$ cat src/rtl/load_store_unit_if.sv
// Core-side request/response port of the load/store unit.
// master = memory-stage requester, slave = load_store_unit.
interface load_store_unit_if;
  logic        req_valid;
  logic        req_ready;
  logic        req_write;
  logic [1:0]  req_size;
  logic        req_unsigned;
  logic [31:0] req_address;
  logic [31:0] req_wdata;
  logic        resp_valid;
  logic        resp_error;
  logic [31:0] resp_rdata;

  modport master (
    output req_valid, req_write, req_size,
    output req_unsigned, req_address, req_wdata,
    input  req_ready, resp_valid, resp_error,
    input  resp_rdata
  );

  modport slave (
    input  req_valid, req_write, req_size,
    input  req_unsigned, req_address, req_wdata,
    output req_ready, resp_valid, resp_error,
    output resp_rdata
  );
endinterface

$ cat src/rtl/load_store_unit.sv
// Byte/half/word load-store unit in front of a word-addressed memory
// that reads on the rising edge and writes on the falling edge.
module load_store_unit #(
  parameter int MEMORY_SIZE_WORDS = 256
) (
  input  logic                clock,
  input  logic                reset_n,
  load_store_unit_if.slave    bus,
  output logic [31:0]         mem_address,
  output logic [31:0]         mem_input_data,
  output logic                mem_should_write,
  input  logic [31:0]         mem_output_data
);

  localparam logic [31:0] LIMIT =
    32'(4 * MEMORY_SIZE_WORDS);

  typedef enum logic [1:0] {
    IDLE, READ, CAPTURE, WRITE
  } state_t;

  state_t      r_state;
  state_t      w_next;

  logic [31:0] r_addr;
  logic [1:0]  r_size;
  logic        r_uns;
  logic        r_write;
  logic [31:0] r_wdata;
  logic        r_resp_valid;
  logic        r_resp_error;
  logic [31:0] r_resp_rdata;

  logic        w_accept;
  logic        w_err;
  logic [4:0]  w_shift;
  logic [31:0] w_lane;
  logic [31:0] w_load;
  logic [31:0] w_mask;
  logic [31:0] w_merge;
  logic [31:0] w_store;

  assign w_accept = bus.req_valid & (r_state == IDLE);

  assign w_err =
    (bus.req_size == 2'd3) |
    ((bus.req_size == 2'd1) & bus.req_address[0]) |
    ((bus.req_size == 2'd2) &
     (bus.req_address[1:0] != 2'b00)) |
    (bus.req_address >= LIMIT);

  assign w_shift = {r_addr[1:0], 3'b000};
  assign w_lane  = mem_output_data >> w_shift;

  always_comb begin
    w_load = w_lane;
    unique case (r_size)
      2'd0: w_load = r_uns ?
        {24'd0, w_lane[7:0]} :
        {{24{w_lane[7]}}, w_lane[7:0]};
      2'd1: w_load = r_uns ?
        {16'd0, w_lane[15:0]} :
        {{16{w_lane[15]}}, w_lane[15:0]};
      default: w_load = w_lane;
    endcase
  end

  // Sub-word stores splice the new lane into the word read in READ.
  always_comb begin
    w_mask = (r_size == 2'd0) ? 32'h0000_00FF
                              : 32'h0000_FFFF;
    w_merge = (mem_output_data & ~(w_mask << w_shift)) |
              ((r_wdata & w_mask) << w_shift);
    w_store = (r_size == 2'd2) ? r_wdata : w_merge;
  end

  always_ff @(posedge clock) begin
    if (!reset_n) r_state <= IDLE;
    else          r_state <= w_next;
  end

  always_comb begin
    w_next = r_state;
    unique case (r_state)
      IDLE: begin
        if (w_accept && !w_err)
          w_next = (bus.req_write &&
                    bus.req_size == 2'd2) ? WRITE : READ;
      end
      READ:    w_next = r_write ? WRITE : CAPTURE;
      CAPTURE: w_next = IDLE;
      WRITE:   w_next = IDLE;
      default: w_next = IDLE;
    endcase
  end

  always_comb begin
    bus.req_ready    = (r_state == IDLE);
    mem_should_write = (r_state == WRITE) & reset_n;
    mem_input_data   = (r_state == WRITE) ? w_store : '0;
  end

  assign mem_address     = {r_addr[31:2], 2'b00};
  assign bus.resp_valid  = r_resp_valid;
  assign bus.resp_error  = r_resp_error;
  assign bus.resp_rdata  = r_resp_rdata;

  always_ff @(posedge clock) begin
    if (!reset_n) begin
      r_addr       <= '0;
      r_size       <= '0;
      r_uns        <= 1'b0;
      r_write      <= 1'b0;
      r_wdata      <= '0;
      r_resp_valid <= 1'b0;
      r_resp_error <= 1'b0;
      r_resp_rdata <= '0;
    end else begin
      if (w_accept) begin
        r_addr  <= bus.req_address;
        r_size  <= bus.req_size;
        r_uns   <= bus.req_unsigned;
        r_write <= bus.req_write;
        r_wdata <= bus.req_wdata;
      end
      r_resp_valid <= (w_accept & w_err) |
                      (r_state == CAPTURE) |
                      (r_state == WRITE);
      r_resp_error <= w_accept & w_err;
      r_resp_rdata <= (r_state == CAPTURE) ? w_load : '0;
    end
  end

endmodule
$ cat src/flat_wrapper.sv
// flat-port wrapper written by rule: the top's interface ports become plain ports
module load_store_unit_flat 
#(
  parameter int MEMORY_SIZE_WORDS = 256
)
  (clock, reset_n, mem_address, mem_input_data, mem_should_write, mem_output_data, bus_req_valid, bus_req_write, bus_req_size, bus_req_unsigned, bus_req_address, bus_req_wdata, bus_req_ready, bus_resp_valid, bus_resp_error, bus_resp_rdata);
  load_store_unit_if bus_i ();
  input  logic clock;
  input  logic reset_n;
  output logic [31:0] mem_address;
  output logic [31:0] mem_input_data;
  output logic mem_should_write;
  input  logic [31:0] mem_output_data;
  input wire logic [$bits(bus_i.req_valid)-1:0] bus_req_valid;
  input wire logic [$bits(bus_i.req_write)-1:0] bus_req_write;
  input wire logic [$bits(bus_i.req_size)-1:0] bus_req_size;
  input wire logic [$bits(bus_i.req_unsigned)-1:0] bus_req_unsigned;
  input wire logic [$bits(bus_i.req_address)-1:0] bus_req_address;
  input wire logic [$bits(bus_i.req_wdata)-1:0] bus_req_wdata;
  output wire logic [$bits(bus_i.req_ready)-1:0] bus_req_ready;
  output wire logic [$bits(bus_i.resp_valid)-1:0] bus_resp_valid;
  output wire logic [$bits(bus_i.resp_error)-1:0] bus_resp_error;
  output wire logic [$bits(bus_i.resp_rdata)-1:0] bus_resp_rdata;
  assign bus_i.req_valid = bus_req_valid;
  assign bus_i.req_write = bus_req_write;
  assign bus_i.req_size = bus_req_size;
  assign bus_i.req_unsigned = bus_req_unsigned;
  assign bus_i.req_address = bus_req_address;
  assign bus_i.req_wdata = bus_req_wdata;
  assign bus_req_ready = bus_i.req_ready;
  assign bus_resp_valid = bus_i.resp_valid;
  assign bus_resp_error = bus_i.resp_error;
  assign bus_resp_rdata = bus_i.resp_rdata;
  load_store_unit #(.MEMORY_SIZE_WORDS(MEMORY_SIZE_WORDS)) u_core (.clock(clock), .reset_n(reset_n), .bus(bus_i), .mem_address(mem_address), .mem_input_data(mem_input_data), .mem_should_write(mem_should_write), .mem_output_data(mem_output_data));
endmodule
$ cat config.mk
export PLATFORM = sky130hd
export DESIGN_NAME = load_store_unit_flat
export DESIGN_NICKNAME = d
export VERILOG_FILES = /design/src/rtl/load_store_unit_if.sv /design/src/rtl/load_store_unit.sv /design/src/flat_wrapper.sv
export SDC_FILE = /design/constraint.sdc
export NUM_CORES = 1
export LEC_CHECK = 0
export CAP_MARGIN = 10
export CORE_ASPECT_RATIO = 1.5
export CORE_MARGIN = 5
export CORE_UTILIZATION = 60
export CTS_CLUSTER_DIAMETER = 80
export CTS_CLUSTER_SIZE = 12
export DETAILED_ROUTE_END_ITERATION = 6
export DONT_BUFFER_PORTS = 1
export MAX_ROUTING_LAYER = met4
export PLACE_DENSITY = 0.85
export SLEW_MARGIN = 20
export SYNTH_ARGS = -nofsm -noshare
export SYNTH_HDL_FRONTEND = slang
export SYNTH_SLANG_ARGS = --single-unit
$ cat constraint.sdc
create_clock -name clock -period 1.7 [get_ports clock]
set_input_delay 0.255 -clock clock [delete_from_list [all_inputs] [get_ports clock]]
set_output_delay 0.255 -clock clock [all_outputs]
set_load 0.01 [all_outputs]
==> qor.yml <==
drt:
  ant_nets: 0
  drtPass1Iterations: 5
  initialDrtViolationCount: 374
  wl_um: 16400
  drc: 0
  avgRoutedWirePerCell_um: 21.1
  viasPerCell: 6.22
  vias: 4823
floorplan:
  core-area_sq_mm: 0.00836
  die_w_um: 85.3
  io_pins: 203
  rows: 41
  die-area_sq_mm: 0.0105
  die_y_um: 123
  start_util_pct: 61.0
clocking:
  cts_tree: "done"
  worstSkewPairLatency_ps: 350
  cts_max_level: 3
  clock_path_buffers: 2
  cts_made_buffers: 9
  clock_sinks: 104
  cts-root-buf: "clkbuf_16"
  clk_pin_slew_ps: 70
sta:
  max_freq_ghz: 0.495
  setup_slack_ps: -319
  fin_skew_ps: 4.83
  hold_violations: 0
  tightest_slew_ps: 534
  period_share_pct: 119
  rsz0062_at_grt: "yes"
  setup_viol: 32
  relSlewSlack_pct: 64.1
  min_period_ps: 2020
  final_max_slew_viol_count: 0
finish:
  layout_commonest_cell: "nand2_1"
  fin_cells: 775
  synthToLayoutAreaGrowth_pct: 18.4
  design_area_sq_mm: 0.00604
  n_antenna_cell: 0
  final_cell_mix: "nand2_1 (157), dfxtp_1 (100), a21oi_1 (76), buf_4 (63), o21ai_0 (26)"
  nets: 766
  drive_gt1_share_pct: 24.9
critical_path:
  reg2reg_slack_ps: 90
  slowest_stage: "dfxtp_4"
  path_buf_inv: 3
  end_kind: "primary output"
  crit_type: "reg2out"
  startpoint_type: "register"
  slowest_delay_ps: 380
  ff2ff_path_depth: 6
  arrival_ps: 1760
  r2r_end: "u_core.bus.resp_rdata[26]"
  crit_chain: "buf_6 > o31ai_4 > buf_12 > mux2i_1 > o21ai_1 > buf_4"
  path_max_fanout: 8
  r2r_start: "u_core.r_addr[1]"
  cp.required_ps: 1440
  cp_top_family: "buffers and inverters"
yosys:
  synth-seq-area-share_pct: 40.8
  synth_flop_cell: "dfxtp_1"
  syn-mean-instance-area_sq_um: 7.78
  synth_edf_count: 0
  ys_types: 44
  syn-cell-area_sq_mm: 0.00510
  ys_warn_count: 0
  syn_inst: 656
  synth-seq-cells: 104
  synthArstFlopShare_pct: 0
placement:
  dp.final_hpwl_um: 12200
  dpl.cell_count: 751
  dpl_cell_area_sq_mm: 0.00535
  finalWeightedCongestion: 0.998
  io_buffer_count: 0
power_and_ir_drop:
  swShare_pct: 26.8
  internal-power_mw: 3.87
  p_sw_mw: 1.41
  power_mw: 5.28
  leakagePower_nw: 2.35
  powerDensity_mw_per_mm2: 874
  p_clk_share_pct: 37.2
  power_frac_comb_pct: 12.8
  seq_power_share_pct: 50.0
  ir_drop_uv: 838
hold_path:
  hold_start: "mem_output_data[28]"
  whs_path_depth: 1
  hp-class: "in2reg"
  hold_end: "u_core.bus.resp_rdata[28]"
global_routing:
  grt_use_total_pct: 31.2
  grt.overflow.total: 0
  grt_pass1_vias: 4740
  grt_pass1_wl_um: 24700
  grt_max_degree: 45
  antenna_found_initial: 0
flow_run:
  cap_violations: 0
status:
  status: "finished with violations"
  violations: "setup timing"
## worst max-delay path by stage
stage | slack, ps | to | depth (start not counted) | start
floorplan | 90 | mem_input_data[16] | 6 | u_core.r_size[0]
global placement | 10 | u_core.bus.resp_rdata[25] | 6 | u_core.r_addr[1]
detailed placement | -50 | mem_input_data[16] | 5 | u_core.r_addr[1]
CTS | -280 | mem_input_data[28] | 7 | u_core.r_size[1]
global route | -370 | mem_input_data[31] | 6 | u_core.r_size[0]
finish | -320 | mem_input_data[31] | 6 | u_core.r_size[0]
## worst register-to-register path: cells and delay by family (launching register included)
family,cells,cell delay [ps]
simple gates,2,540
flops,1,410
buf+inv,2,310
compound gates,2,290
## synthesized netlist by cell type (all sizes together) (2+ instances only)
library cell | count | area share (%)
nand2 | 170 | 13
dfxtp | 104 | 41
a21oi | 101 | 11
buf | 56 | 7.4
o21ai | 47 | 4.6
mux2i | 29 | 5.7
nor2 | 26 | 2.2
clkbuf | 25 | 1.8
a211oi | 14 | 2.1
and2 | 10 | 1.2
nor2b | 10 | 1.2
o31ai | 9 | 1.6
a21o | 8 | 1.2
a221oi | 8 | 1.4
a22o | 7 | 1.2
nor3 | 6 | 0.69
nor4 | 5 | 0.61
inv | 2 | 0.15
mux2 | 2 | 0.44
nand2b | 2 | 0.25
nand3b | 2 | 0.54
nand4 | 2 | 0.25
## through the flow
stage / setup WS [ps] / hold WS, ps / util (%) / setup TNS, ps
finish: -319 / 11.3 / 72.3 / -6700
global route: -366 / 6.59 / 72.3 / -8670
CTS: -282 / 6.88 / 71.4 / -6740
detailed placement: -51.0 / 369 / 63.9 / -475
global placement: 12.4 / 368 / 63.9 / 0
floorplan: 86.9 / 365 / - / 0
## state kept, by name (all words and copies together), names as in the netlist
register,count
u_core.bus.resp_valid,1
u_core.bus.resp_error,1
u_core.r_size,2
u_core.r_state,2
u_core.r_addr,32
u_core.r_wdata,32
u_core.r_uns,1
u_core.r_write,1
u_core.bus.resp_rdata,32
## power by group through the flow
| stage | registers, mW | clock network [mW] | logic, mW |
|---|---|---|---|
| after global placement | 2.67 | 0 | 0.542 |
| after CTS | 2.63 | 1.98 | 0.642 |
| final | 2.64 | 1.97 | 0.676 |
| after floorplan | 2.62 | 0 | 0.497 |
| after global routing | 2.65 | 2.09 | 0.741 |
| after detailed placement | 2.68 | 0 | 0.561 |
## final cells by class
class	instances	area [sq um]
Sequential cell	104	2090
Inverter	2	7.51
Timing Repair Buffer	76	684
Tap cell	107	134
Fill cell	594	2320
Clock buffer	11	243
Multi-Input combinational cell	470	2840
Clock inverter	5	41.3
## per-layer routing
metal | track usage (%) | share of wire [%] | wire length (um) | up-vias
met5 | - | 0 | 0 | -
met1 | 31.3 | 34 | 5490 | 2209
met4 | 22.3 | 7.1 | 1170 | 0
met3 | 9.33 | 10 | 1700 | 83
li1 | - | - | - | 2234
met2 | 51.5 | 49 | 8020 | 297
## what timing repair did
item,4_1_cts,5_1_grt
setup buffers,5,3
endpoints found under the setup margin,56,33
resized for setup,63,24
hold buffers,0,0
gates cloned,1,0
pin swaps,21,13
## kinds of logic (layout without fill, tap and decap cells)
| logic type | after synthesis | count (layout) | synth area share, % |
|---|---|---|---|
| and+or+nand+nor | 239 | 239 | 20.3 |
| AOI/OAI and AO/OA | 198 | 198 | 23.3 |
| DFF | 104 | 104 | 40.8 |
| buffers and inverters | 83 | 94 | 9.39 |
| muxes | 31 | 31 | 6.13 |
| other | 1 | 2 | 0.0735 |
Note: power is estimated with default switching activity, not from simulation.
